**src/rtl/piso_pkg.sv**
```systemverilog
// piso_pkg: shared definitions for the PISO serializer.
//   STATE_W  width of the FSM state encoding
//   state_t  FSM states: ST_IDLE, ST_SHIFT, ST_PARITY
// ST_PARITY is only reachable when the design is built with PARITY_EN.
package piso_pkg;

   localparam int STATE_W = 2;

   typedef enum logic [STATE_W-1:0] {
      ST_IDLE   = 2'd0,
      ST_SHIFT  = 2'd1,
      ST_PARITY = 2'd2
   } state_t;

endpackage

```
**src/rtl/piso_serializer_bit_counter.sv**
```systemverilog
// bit_counter: loadable down-counter with a terminal-count flag.
// Shared between the serial transmitter and the serial receiver.
// Ports:
//   clk       in   clock, rising edge
//   rst       in   synchronous active-high reset, clears the count
//   load      in   load load_val (has priority over en)
//   load_val  in   value loaded on load
//   en        in   decrement by one; saturates at zero and never wraps
//   tc        out  terminal count, high while the count is zero
module bit_counter #(
   parameter int CW = 4
) (
   input  logic          clk,
   input  logic          rst,
   input  logic          load,
   input  logic [CW-1:0] load_val,
   input  logic          en,
   output logic          tc
);

   logic [CW-1:0] count;

   always_ff @(posedge clk) begin
      if (rst) begin
         count <= '0;
      end else if (load) begin
         count <= load_val;
      end else if (en && (count != '0)) begin
         count <= count - CW'(1);
      end
   end

   assign tc = (count == '0);

endmodule

```
**src/rtl/piso_serializer.sv**
```systemverilog
// piso_serializer: parallel-in / serial-out transmitter.
// A WIDTH-bit word is taken over a valid/ready handshake and shifted out one
// bit per clock on ser_out, starting the cycle after the accept.
// Optional build macro: PARITY_EN adds one even-parity bit after the data bits.
//
// Handshake: a word is accepted on a rising edge where par_valid && par_ready;
// par_data is sampled only at that edge. par_valid may be held or dropped freely
// while par_ready is low; nothing is captured. par_ready is low during rst.
//
// Ports:
//   clk          in   clock, rising edge
//   rst          in   synchronous active-high reset; aborts any frame in flight
//   par_data     in   WIDTH-bit word, sampled on accept
//   par_valid    in   upstream offers a word
//   par_ready    out  word can be accepted this cycle (combinational)
//   ser_out      out  serial data bit (0 when idle)
//   ser_valid    out  ser_out carries a frame bit
//   frame_start  out  first bit of a frame
//   busy         out  frame in progress (same as ser_valid)
module piso_serializer
   import piso_pkg::*;
#(
   parameter int WIDTH     = 8,
   parameter bit MSB_FIRST = 1'b1
) (
   input  logic             clk,
   input  logic             rst,
   input  logic [WIDTH-1:0] par_data,
   input  logic             par_valid,
   output logic             par_ready,
   output logic             ser_out,
   output logic             ser_valid,
   output logic             frame_start,
   output logic             busy
);

   localparam int CNT_W = $clog2(WIDTH + 1);

   state_t           state;
   logic [WIDTH-1:0] shreg;       // bits still to be sent after the one on ser_out
   logic             accept;
   logic             cnt_tc;      // current bit is the last data bit
   logic             cnt_en;
   logic             last_bit;
   logic             first_bit;
   logic             next_bit;
   logic [WIDTH-1:0] load_rest;
   logic [WIDTH-1:0] shift_rest;
`ifdef PARITY_EN
   logic             parity_bit;
`endif

   // Bit order selection: the bit leaving next always sits at the end of the
   // register that faces ser_out, so shifting is one direction per order.
   always_comb begin
      if (MSB_FIRST) begin
         first_bit  = par_data[WIDTH-1];
         load_rest  = par_data << 1;
         next_bit   = shreg[WIDTH-1];
         shift_rest = shreg << 1;
      end else begin
         first_bit  = par_data[0];
         load_rest  = par_data >> 1;
         next_bit   = shreg[0];
         shift_rest = shreg >> 1;
      end
   end

   assign last_bit = (state == ST_SHIFT) && cnt_tc;
   assign cnt_en   = (state == ST_SHIFT) && !cnt_tc;

   // Ready in the final cycle of a frame so the next frame follows with no gap.
`ifdef PARITY_EN
   assign par_ready = !rst && ((state == ST_IDLE) || (state == ST_PARITY));
`else
   assign par_ready = !rst && ((state == ST_IDLE) || last_bit);
`endif

   assign accept = par_valid && par_ready;
   assign busy   = ser_valid;

   // Counter holds the number of data bits remaining after the current one.
   bit_counter #(
      .CW (CNT_W)
   ) u_bit_counter (
      .clk      (clk),
      .rst      (rst),
      .load     (accept),
      .load_val (CNT_W'(WIDTH - 1)),
      .en       (cnt_en),
      .tc       (cnt_tc)
   );

   always_ff @(posedge clk) begin
      if (rst) begin
         state       <= ST_IDLE;
         shreg       <= '0;
         ser_out     <= 1'b0;
         ser_valid   <= 1'b0;
         frame_start <= 1'b0;
`ifdef PARITY_EN
         parity_bit  <= 1'b0;
`endif
      end else begin
         frame_start <= 1'b0;
         // accept can only occur in IDLE, the last data bit or PARITY, so it
         // takes priority over every other transition.
         if (accept) begin
            state       <= ST_SHIFT;
            shreg       <= load_rest;
            ser_out     <= first_bit;
            ser_valid   <= 1'b1;
            frame_start <= 1'b1;
`ifdef PARITY_EN
            parity_bit  <= ^par_data;
`endif
         end else begin
            case (state)
               ST_SHIFT: begin
                  if (!cnt_tc) begin
                     ser_out <= next_bit;
                     shreg   <= shift_rest;
                  end else begin
`ifdef PARITY_EN
                     state   <= ST_PARITY;
                     ser_out <= parity_bit;
`else
                     state     <= ST_IDLE;
                     ser_out   <= 1'b0;
                     ser_valid <= 1'b0;
`endif
                  end
               end
               default: begin
                  // ST_IDLE, and ST_PARITY without a follow-on word
                  state     <= ST_IDLE;
                  ser_out   <= 1'b0;
                  ser_valid <= 1'b0;
               end
            endcase
         end
      end
   end

endmodule

```
**config.mk**
```make
export PLATFORM = sky130hd
export DESIGN_NAME = piso_serializer
export DESIGN_NICKNAME = d
export VERILOG_FILES = /design/src/rtl/piso_pkg.sv /design/src/rtl/piso_serializer_bit_counter.sv /design/src/rtl/piso_serializer.sv
export SDC_FILE = /design/constraint.sdc
export NUM_CORES = 1
export LEC_CHECK = 0
export CORE_MARGIN = 1.5
export CORE_UTILIZATION = 45
export CTS_BUF_LIST = sky130_fd_sc_hd__clkbuf_2
export CTS_CLUSTER_SIZE = 14
export DETAILED_ROUTE_END_ITERATION = 8
export PLACE_DENSITY = 0.76
export SLEW_MARGIN = 20
export SYNTH_ARGS = -nofsm -noshare
export SYNTH_HDL_FRONTEND = slang
export SYNTH_SLANG_ARGS = --single-unit
```
**constraint.sdc**
```tcl
create_clock -name clk -period 1.48 [get_ports clk]
set_input_delay 0.222 -clock clk [delete_from_list [all_inputs] [get_ports clk]]
set_output_delay 0.222 -clock clk [all_outputs]
set_load 0.01 [all_outputs]
```
==> run summary <==
Outcome - finished with violations
Failing checks - setup timing
Clock Pin Slew Worst Setup and Hold Paths - 140 ps
Clock power frac - 18.7%
DR WL/cell - 15.6 um
Startpoint types - flop
Top post-synthesis cells by area - dfxtp_1, a211oi_1, a221oi_1, nor2b_1, inv_1
H-tree depth - 1
DP Wirelength - 987 um
Skew-Pair Late Insertion Delay - 280 ps
Fmax - 562 MHz
FF-to-FF Start - u_bit_counter.count[0]
Switch share - 32.3%
Mapped Nets - 85
Initial antenna violation count - 0
Mapped Area - 669 um2
Seq/Total Area, Yosys - 41.9%
Ant. Diodes - 0
Post-layout util - 82.7%
Int Pwr - 671 uW
Post-synth ARST share - 0%
Layout cells sized above 1 - 48.5%
Placed cells - 105
Worst Hold Depth - 2
Unrepaired setup endpoints after global routing - true
Final Hold Vio Count - 0
R2R Path End - u_bit_counter.count[1]
Comb pwr share - 37.5%
Largest fanout on the critical path - 2
Total GRT Usage - 21.1%
Hold Crit Endpoint - shreg[6]
Synth top area share - 41.9%
CTS root buffer - clkbuf_2
Hold_ws - 478 ps
Sequential fraction of design power - 43.8%
First-pass GRT wire length - 2.73 mm
FF/Latch Area - 284 um2
Crit Path Class - reg2out
Largest net degree at the start of global routing - 19
Vias in the first global route - 618
Area of the die - 1730 um2
# clock sinks - 14
Post-synth top area cell - dfxtp_1
Top cells by count, synth - dfxtp_1, a211oi_1, inv_1
Slew Limit Fails - 0
Tcrit/Tclk final - 120%
Final setup viols - 13
Post-synthesis cell count - 73
Core area - 1350 um2
Grt ovf - 0
Die Span X - 41.6 um
Post-DR vias/cell - 5.79
RD Place Congestion - 0.733
IO Pins - 16
Port Buffers - 15
Post-synthesis cell type count - 26
Max Cap Viol - 0
Slew @ Worst Pin - 300 ps
Layout Nets - 112
PwrDens - 887 nW/um2
CTS Buffer Depth - 2
EDFF count, synth - 0
Yosys reg bits - 14
CP Capture Type - output pin
Min setup slack post-route - -299 ps
Post-Layout Cell Count - 114
Starting DRT DRC Count - 13
Fill count - 88
Peak VDD IR - 0.000887 V
Post-route cell area - 1120 um2
Syn Area/Cell - 9.17 um2
P_sw - 320 uW
Hold buffer count at CTS - 0
Post-DRT Antenna Nets - 0
Worst Hold Class - reg2reg
DP Area - 888 um2
Initial core utilization - 49.6%
Leakage power - 0.000429 uW
Total Routed Length - 1.77 mm
CTS tree - built
R2R cell count - 8
Slew margin rel. - 79.8%
Most instantiated library cell after synthesis - dfxtp_1
Clk_skew - 4.73 ps
Number of synthesis warnings - 0
Area Overhead vs Synth - 66.7%
TritonRoute pass-1 iters - 4
Multi-input gate area - 472 um2
Min Tclk post-route - 1780 ps
CP Data Arrival Time - 1560 ps
Hold path start - shreg[5]
Die Span Y - 41.6 um
Worst path required time - 1260 ps
Num CTS Buffers - 3
DRC errors left - 0
Core Rows - 13
Synth Flop Type - dfxtp_1
Pre-CTS setup slack - -417 ps
Vias - 660
Flop2flop setup slack - -260 ps
[cell families (layout without fill, tap and decap cells)]
family | count (synthesis) | count (layout) | share of synthesized area (%)
flops | 14 | 14 | 41.9
compound gates | 23 | 23 | 26.0
simple gates | 17 | 17 | 15.9
xor+xnor | 1 | 1 | 1.31
buf+inv | 16 | 42 | 11.6
mux | 1 | 1 | 1.50
fa+ha+maj | 1 | 1 | 1.87
[cells in the final DEF, fill, tap and decap left out, drive strengths merged]
cell type / synthesis / routed
a211oi: 10 / 10
a21boi: 1 / 1
a21o: 1 / 1
a21oi: 2 / 2
a221oi: 6 / 6
a31oi: 2 / 2
and2: 1 / 1
buf: 5 / 16
clkbuf: 3 / 3
clkdlybuf4s50: 0 / 12
clkinv: 0 / 1
dfxtp: 14 / 14
dlymetal6s2s: 0 / 2
ha: 1 / 1
inv: 8 / 8
mux2i: 1 / 1
nand2: 1 / 1
nand3: 2 / 2
nor2: 2 / 2
nor2b: 6 / 6
nor3: 1 / 1
nor3b: 1 / 1
nor4: 1 / 1
o311ai: 1 / 1
or3b: 2 / 2
xnor2: 1 / 1
[power by group through the flow]
stage	Combinational (uW)	Clock (uW)	Sequential (uW)
2_1_floorplan	154	0	443
3_3_place_gp	243	0	437
3_5_place_dp	248	0	440
4_1_cts	345	193	432
5_1_grt	395	212	438
6_report	371	185	434
[metrics by stage]
stage               setup TNS (ps)  power [uW]
floorplan                    -28.2         597
global placement              -473         680
detailed placement            -927         688
CTS                          -2000         969
global route                 -3160        1040
finish                       -2420         990
[metal layers]
layer / vias up / global-route usage [%] / part of all wire (%)
met5: - / 0 / 0
met1: 315 / 24.7 / 42
met3: 2 / 8.26 / 5.9
met2: 22 / 35.3 / 51
li1: 321 / - / -
met4: 0 / 6.45 / 0.62
[worst max-delay path: stages, from the launching register on]
cell,delay (ps)
dfxtp_2,350
inv_2,70
ha_4,120
or3b_4,380
and2_4,170
nor2_4,70
buf_6,100
[worst max path at each step]
stage                                 from         to  slack [ps]  cells past startpoint
finish              u_bit_counter.count[0]  par_ready        -300                      6
global route        u_bit_counter.count[0]  par_ready        -390                      6
CTS                 u_bit_counter.count[1]  par_ready        -290                      6
detailed placement  u_bit_counter.count[1]  par_ready        -420                      6
global placement    u_bit_counter.count[0]  par_ready        -370                      6
floorplan           u_bit_counter.count[1]  par_ready         -30                      6
[layout make-up]
type,instances,area share [%]
Sequential cell,14,25.4
Multi-Input combinational cell,43,42.3
Inverter,8,2.69
Timing Repair Buffer,30,26.2
Clock buffer,3,1.35
Clock inverter,1,0.336
Tap cell,15,1.68
[sequential cells by signal (all words and copies together) (netlist names)]
name and cells:
u_bit_counter.count 4, busy 1, ser_out 1, shreg 7, frame_start 1
[repair_timing]
action                                  in CTS  in global routing
gates cloned                                 1                  0
gates resized for setup                     29                 12
pin swaps                                    5                  6
setup buffers                                2                  3
hold endpoints to repair                     0                  0
endpoints found under the setup margin      13                 16
No activity file was read; power rests on OpenSTA's default activity.
